`config.mk`:
```
export PLATFORM = sky130hd
export DESIGN_NAME = sha256_multiblock_core
export DESIGN_NICKNAME = d
export VERILOG_FILES = /design/src/rtl/sha256_multiblock_core.sv
export SDC_FILE = /design/constraint.sdc
export NUM_CORES = 2
export LEC_CHECK = 0
export CAP_MARGIN = 10
export CORE_UTILIZATION = 30
export CTS_CLUSTER_SIZE = 24
export DETAILED_ROUTE_END_ITERATION = 10
export GPL_TIMING_DRIVEN = 0
export PLACE_DENSITY = 0.61
export SLEW_MARGIN = 5
export SYNTH_ARGS = -nofsm -noshare
export SYNTH_HDL_FRONTEND = slang
export SYNTH_SLANG_ARGS = --single-unit
```
`constraint.sdc`:
```
create_clock -name clk -period 7.5 [get_ports clk]
set_input_delay 0.75 -clock clk [delete_from_list [all_inputs] [get_ports clk]]
set_output_delay 0.75 -clock clk [all_outputs]
set_load 0.05 [all_outputs]
```
`src/rtl/sha256_multiblock_core.sv`:
```
`default_nettype none
// ============================================================================
// Module   : sha256_multiblock_core
// Purpose  : Iterative SHA-256 compression core for one 512-bit block at a
//            time. Hash state is chained across blocks so that long messages
//            can be hashed. The message schedule is produced on the fly from a
//            sliding 16-word window.
// Ports    : clk          - clock, rising edge
//            reset        - asynchronous reset, active low
//            init         - start first block of a message (loads IV)
//            next         - start a following block (chains stored H0..H7)
//            block_in     - padded block, word 0 in bits [511:480]
//            ready        - core idle, init/next accepted
//            digest       - H0..H7, H0 in the MSBs; held until next FINAL
//            digest_valid - one-cycle pulse when a block completes
//            w_dbg        - current schedule word W[t] (0 unless DEBUG_W_EN)
//            mode_224     - (SHA256_SHA224_MODE_EN only) SHA-224 select,
//                           sampled on init
// Params   : ROUNDS_PER_CYCLE - rounds per clock, 1, 2 or 4
//            DEBUG_W_EN       - drive w_dbg with W[t] when 1
// Macro    : SHA256_SHA224_MODE_EN adds the mode_224 port and SHA-224 support
// Revision : 1.0 - initial release
// ============================================================================
module sha256_multiblock_core #(
  parameter int ROUNDS_PER_CYCLE = 1,
  parameter int DEBUG_W_EN       = 0
) (
  input  logic         clk,
  input  logic         reset,
  input  logic         init,
  input  logic         next,
  input  logic [511:0] block_in,
  output logic         ready,
  output logic [255:0] digest,
  output logic         digest_valid,
  output logic [31:0]  w_dbg
`ifdef SHA256_SHA224_MODE_EN
  ,
  input  logic         mode_224
`endif
);

  typedef logic [0:7][31:0]  st_t;   // index 0 = a / H0 (MSBs)
  typedef logic [0:15][31:0] win_t;  // index 0 = W[t]

  typedef enum logic [1:0] {
    IDLE  = 2'd0,
    ROUND = 2'd1,
    FINAL = 2'd2
  } state_t;

  localparam st_t c_iv256 = {
    32'h6a09e667, 32'hbb67ae85, 32'h3c6ef372, 32'ha54ff53a,
    32'h510e527f, 32'h9b05688c, 32'h1f83d9ab, 32'h5be0cd19
  };

  localparam logic [0:63][31:0] c_k = {
    32'h428a2f98, 32'h71374491, 32'hb5c0fbcf, 32'he9b5dba5,
    32'h3956c25b, 32'h59f111f1, 32'h923f82a4, 32'hab1c5ed5,
    32'hd807aa98, 32'h12835b01, 32'h243185be, 32'h550c7dc3,
    32'h72be5d74, 32'h80deb1fe, 32'h9bdc06a7, 32'hc19bf174,
    32'he49b69c1, 32'hefbe4786, 32'h0fc19dc6, 32'h240ca1cc,
    32'h2de92c6f, 32'h4a7484aa, 32'h5cb0a9dc, 32'h76f988da,
    32'h983e5152, 32'ha831c66d, 32'hb00327c8, 32'hbf597fc7,
    32'hc6e00bf3, 32'hd5a79147, 32'h06ca6351, 32'h14292967,
    32'h27b70a85, 32'h2e1b2138, 32'h4d2c6dfc, 32'h53380d13,
    32'h650a7354, 32'h766a0abb, 32'h81c2c92e, 32'h92722c85,
    32'ha2bfe8a1, 32'ha81a664b, 32'hc24b8b70, 32'hc76c51a3,
    32'hd192e819, 32'hd6990624, 32'hf40e3585, 32'h106aa070,
    32'h19a4c116, 32'h1e376c08, 32'h2748774c, 32'h34b0bcb5,
    32'h391c0cb3, 32'h4ed8aa4a, 32'h5b9cca4f, 32'h682e6ff3,
    32'h748f82ee, 32'h78a5636f, 32'h84c87814, 32'h8cc70208,
    32'h90befffa, 32'ha4506ceb, 32'hbef9a3f7, 32'hc67178f2
  };

  // --------------------------------------------------------------------------
  // Round primitives
  // --------------------------------------------------------------------------
  function automatic logic [31:0] f_rotr(input logic [31:0] x, input int n);
    return (x >> n) | (x << (32 - n));
  endfunction

  function automatic st_t f_round(input st_t s, input logic [31:0] w,
                                  input logic [31:0] k);
    logic [31:0] v_s0, v_s1, v_ch, v_maj, v_t1, v_t2;
    v_s1  = f_rotr(s[4], 6) ^ f_rotr(s[4], 11) ^ f_rotr(s[4], 25);
    v_ch  = (s[4] & s[5]) ^ (~s[4] & s[6]);
    v_t1  = s[7] + v_s1 + v_ch + k + w;
    v_s0  = f_rotr(s[0], 2) ^ f_rotr(s[0], 13) ^ f_rotr(s[0], 22);
    v_maj = (s[0] & s[1]) ^ (s[0] & s[2]) ^ (s[1] & s[2]);
    v_t2  = v_s0 + v_maj;
    return {v_t1 + v_t2, s[0], s[1], s[2], s[3] + v_t1, s[4], s[5], s[6]};
  endfunction

  // Shift the window by one word and append W[t+16]. Words computed near the
  // end of the block are never consumed, which is harmless.
  function automatic win_t f_slide(input win_t w);
    logic [31:0] v_ss0, v_ss1;
    v_ss0 = f_rotr(w[1], 7) ^ f_rotr(w[1], 18) ^ (w[1] >> 3);
    v_ss1 = f_rotr(w[14], 17) ^ f_rotr(w[14], 19) ^ (w[14] >> 10);
    return {w[1:15], v_ss1 + w[9] + v_ss0 + w[0]};
  endfunction

  // --------------------------------------------------------------------------
  // Registers and wires
  // --------------------------------------------------------------------------
  state_t      r_state;
  state_t      w_state_nx;
  logic [5:0]  r_t;
  st_t         r_wk;
  st_t         r_h;
  win_t        r_w;
  logic [255:0] r_digest;
  logic        r_digest_valid;

  logic        w_accept;
  logic        w_last;
  st_t         w_iv;
  st_t         w_st_nx;
  win_t        w_win_nx;
  st_t         w_h_sum;
  logic [31:0] w_low;

`ifdef SHA256_SHA224_MODE_EN
  localparam st_t c_iv224 = {
    32'hc1059ed8, 32'h367cd507, 32'h3070dd17, 32'hf70e5939,
    32'hffc00b31, 32'h68581511, 32'h64f98fa7, 32'hbefa4fa4
  };
  logic r_mode224;

  assign w_iv  = mode_224 ? c_iv224 : c_iv256;
  // SHA-224 truncates to H0..H6; the unused H7 lane reads zero.
  assign w_low = r_mode224 ? 32'd0 : w_h_sum[7];

  always_ff @(posedge clk or negedge reset) begin
    if (!reset) begin
      r_mode224 <= 1'b0;
    end else if (w_accept && init) begin
      r_mode224 <= mode_224;
    end
  end
`else
  assign w_iv  = c_iv256;
  assign w_low = w_h_sum[7];
`endif

  // ready also stays low during the digest_valid cycle so a new block can
  // never be accepted on the same edge the previous one is reported.
  assign ready        = (r_state == IDLE) && !r_digest_valid;
  assign digest       = r_digest;
  assign digest_valid = r_digest_valid;
  assign w_last       = (r_t == 6'(64 - ROUNDS_PER_CYCLE));

  // --------------------------------------------------------------------------
  // FSM
  // --------------------------------------------------------------------------
  always_ff @(posedge clk or negedge reset) begin
    if (!reset) begin
      r_state <= IDLE;
    end else begin
      r_state <= w_state_nx;
    end
  end

  always_comb begin
    w_state_nx = r_state;
    w_accept   = 1'b0;
    case (r_state)
      IDLE: begin
        if (ready && (init || next)) begin
          w_accept   = 1'b1;
          w_state_nx = ROUND;
        end
      end
      ROUND: begin
        if (w_last) begin
          w_state_nx = FINAL;
        end
      end
      FINAL: begin
        w_state_nx = IDLE;
      end
      default: begin
        w_state_nx = IDLE;
      end
    endcase
  end

  // --------------------------------------------------------------------------
  // Round datapath: ROUNDS_PER_CYCLE rounds chained combinationally
  // --------------------------------------------------------------------------
  always_comb begin
    w_st_nx  = r_wk;
    w_win_nx = r_w;
    for (int k = 0; k < ROUNDS_PER_CYCLE; k++) begin
      w_st_nx  = f_round(w_st_nx, w_win_nx[0], c_k[r_t + 6'(k)]);
      w_win_nx = f_slide(w_win_nx);
    end
  end

  always_comb begin
    w_h_sum = '0;
    for (int i = 0; i < 8; i++) begin
      w_h_sum[i] = r_h[i] + r_wk[i];
    end
  end

  always_ff @(posedge clk or negedge reset) begin
    if (!reset) begin
      r_t            <= 6'd0;
      r_wk           <= '0;
      r_w            <= '0;
      r_h            <= c_iv256;
      r_digest       <= '0;
      r_digest_valid <= 1'b0;
    end else begin
      r_digest_valid <= 1'b0;
      case (r_state)
        IDLE: begin
          if (w_accept) begin
            r_w <= block_in;
            r_t <= 6'd0;
            if (init) begin
              r_wk <= w_iv;
              r_h  <= w_iv;
            end else begin
              r_wk <= r_h;
            end
          end
        end
        ROUND: begin
          r_wk <= w_st_nx;
          r_w  <= w_win_nx;
          r_t  <= r_t + 6'(ROUNDS_PER_CYCLE);
        end
        FINAL: begin
          r_h            <= w_h_sum;
          r_digest       <= {w_h_sum[0:6], w_low};
          r_digest_valid <= 1'b1;
        end
        default: begin
          r_t <= 6'd0;
        end
      endcase
    end
  end

  // --------------------------------------------------------------------------
  // Debug schedule word
  // --------------------------------------------------------------------------
  generate
    if (DEBUG_W_EN != 0) begin : g_dbg_on
      assign w_dbg = (r_state == ROUND) ? r_w[0] : 32'd0;
    end else begin : g_dbg_off
      assign w_dbg = 32'd0;
    end
  endgenerate

endmodule
`default_nettype wire

```
==> metrics.csv <==
stage;metric;value;unit
run_status;status;finished with violations;
run_status;violations;hold timing, capacitance limit, setup timing;
floorplan;initial_utilization;30.13;%
clocking;cts_hold_buffers;0;
grt;grt_max_degree;171;
route;initialDrtViolationCount;11000;
flow_run;drv_cap;1;
grt;globalRoute.busiestLayer;met2;
clocking;cts_buffer_depth;3;
route;vias;84160;
critical_path;start_kind;flop;
grt;gr-total-overflow;0;
route;final_antenna_net_count;0;
critical_path;crit_buf_inv;9;
route;route.detailed.drc;0;
sta;maxSlewHeadroom;0.3081;%
grt;use_met1;41.05;%
place;post-dp-hpwl;362400;microns
critical_path;reg2reg_depth;35;
sta;tns;-10800;ps
finish;nNetsFinal;12180;
finish;multi_input_area;0.04865;sq mm
grt;grt_usage;32.07;%
grt;use_met3;9.016;%
clocking;cts_buffers;154;
finish;fin_area;0.1057;sq mm
sta;hold_slack;-1.800;ps
sta;maxSlewViolCount;0;
sta;finClkSkew;66.41;ps
yosys;synth_warnings;0;
yosys;netlist_area;0.08323;sq mm
critical_path;cpLargestDelayFamily;adder cells;
finish;layout_common_cells;nand2_1, dfrtp_1, nor2_1;
grt;grt_pass1_vias;79770;
critical_path;slowest_stage;fa_1;
yosys;ys_seq_elements;1289;
sta;finalCritPeriodShare;109.6;%
critical_path;rr_startpoint;r_t[5]$_DFFE_PN0P_;
critical_path;regToRegSetupSlack;-720;ps
clocking;htreeDepth;4;
route;wire_per_inst;30.92;microns
critical_path;crit_fanout;10;
finish;seqCellArea;0.03243;sq mm
critical_path;worstPathRequired;8250;ps
floorplan;rows;193;
critical_path;critPathMaxStageDelay;550;ps
finish;area_growth;26.97;%
place;dp.cells;14500;
finish;layout-drive-gt1-share;9.846;%
clocking;clock_latency;870;ps
yosys;syn_area_per_cell;8.352;sq um
clocking;cts_tree;built;
finish;n_fill_cell;28630;
yosys;synth-edff-count;0;
route;routed_wl;461700;microns
yosys;synthFlopType;dfrtp_1;
critical_path;critPathKind;reg2reg;
finish;fin_cells;14930;
sta;hold_viol;1;
yosys;synthArstFlopShare;100.0;%
grt;antenna_found_initial;64;
clocking;cts_root_buffer;clkbuf_16;
yosys;synthDistinctLibCells;101;
floorplan;ioPinCount;806;
sta;max_freq;121.7;MHz
critical_path;startpoint;r_t[5]$_DFFE_PN0P_;
sta;fin_ws;-717.6;ps
place;gp_congestion;1.067;
floorplan;die_area;0.2796;sq mm
sta;tightest_slew;1495;ps
yosys;yosysSeqAreaShare;38.96;%
grt;grt_pass1_wl;627700;microns
floorplan;die_w;528.7;microns
place;numPortBuffers;773;
grt;met2_usage;46.75;%
sta;setup_viol;30;
clocking;cts.clk_slew.worst_paths;60;ps
critical_path;crit_arrival;8960;ps
floorplan;dieHeight;528.7;microns
finish;final_common_cell;nand2_1;
place;placed_area;0.09649;sq mm
route;vias_per_cell;5.636;
yosys;synthCells;9965;
route;drt_first_pass_iters;9;
sta;fin_crit;8218;ps
floorplan;core_area;0.2763;sq mm
critical_path;end_kind;flop;
sta;rsz0062_at_grt;true;
min_path;hold_path.class;in2async;
critical_path;worst-path-stages;35;
clocking;cts_sinks;1289;
[final timing paths]
path,to
min in group clk,r_w[367]$_DFFE_PN0P_
worst min-delay path,r_w[109]$_DFFE_PN0P_
worst max-delay path,r_wk[255]$_DFFE_PN0P_
max in group asynchronous,digest[67]$_DFFE_PN0P_
worst min register to register,digest[70]$_DFFE_PN0P_
worst max register to register,r_wk[255]$_DFFE_PN0P_
[kinds of logic after synthesis]
logic type      count (synthesis)  synth area share [%]
compound gates               2689                 19.93
simple gates                 3640                 18.71
fa+ha+maj                     588                 10.59
other cells                     1              0.004505
flops                        1289                 38.96
mux                            70                0.8869
xor+xnor                      513                 5.415
buf+inv                      1175                 5.509
[layout make-up]
type                       instances  area share [%]
timing repair buffer             930           8.963
antenna                           23         0.05446
inverter                         461           1.685
clock buffer                     210           4.178
tap                             3705           4.386
sequential                      1289           30.69
clock inverter                    74           1.006
multi-input combinational       7532           46.03
buffer                           707           3.005
[sequential cells by signal, indices dropped and copies added (netlist names)]
register and count:
digest 256, r_state 2, r_t 6, r_w 512, r_h 256, r_wk 256
digest_valid 1
[layer usage]
metal	routed length (microns)	vias to the layer above
met5	527	-
met4	37190	79
met3	51550	1237
met2	192300	5030
met1	180100	41270
li1	-	36540
[cells in the mapped netlist (all sizes together) (89+ instances only)]
cell type  count  area (sq um)
dfrtp       1153         28850
clkbuf       607          2322
buf          107         533.0
or3          155         969.7
inv          460          1727
nor2         879          3299
nand3        104         520.5
fa           195          3904
xnor2        306          2680
o21a          89         675.6
xor2         206          1804
nor3         125         625.6
dfstp        136          3573
a21o         202          1519
a31oi        546          3416
ha           390          4880
o21ai        712          3563
and3         164          1027
a211oi       110         835.8
a21oi        595          2978
nand2       1940          7282
[per-stage QoR]
stage | setup WS, ps | util [%]
4_1_cts | -737.7 | 37.77
6_report | -717.6 | 38.26
5_1_grt | -881.6 | 38.24
3_5_place_dp | -2770 | 34.93
3_3_place_gp | -60950 | 34.71
2_1_floorplan | 11.24 | -
[what timing repair did]
action | CTS | global route
gates resized for setup | 404 | 190
endpoints found under the setup margin | 57 | 41
hold endpoints to repair | 0 | 0
pin swaps | 124 | 92
cloned | 1 | 0
setup buffers | 94 | 42
Power is not shown: default switching activity piles up to over one toggle a cycle in this logic, so the estimate is an artifact.
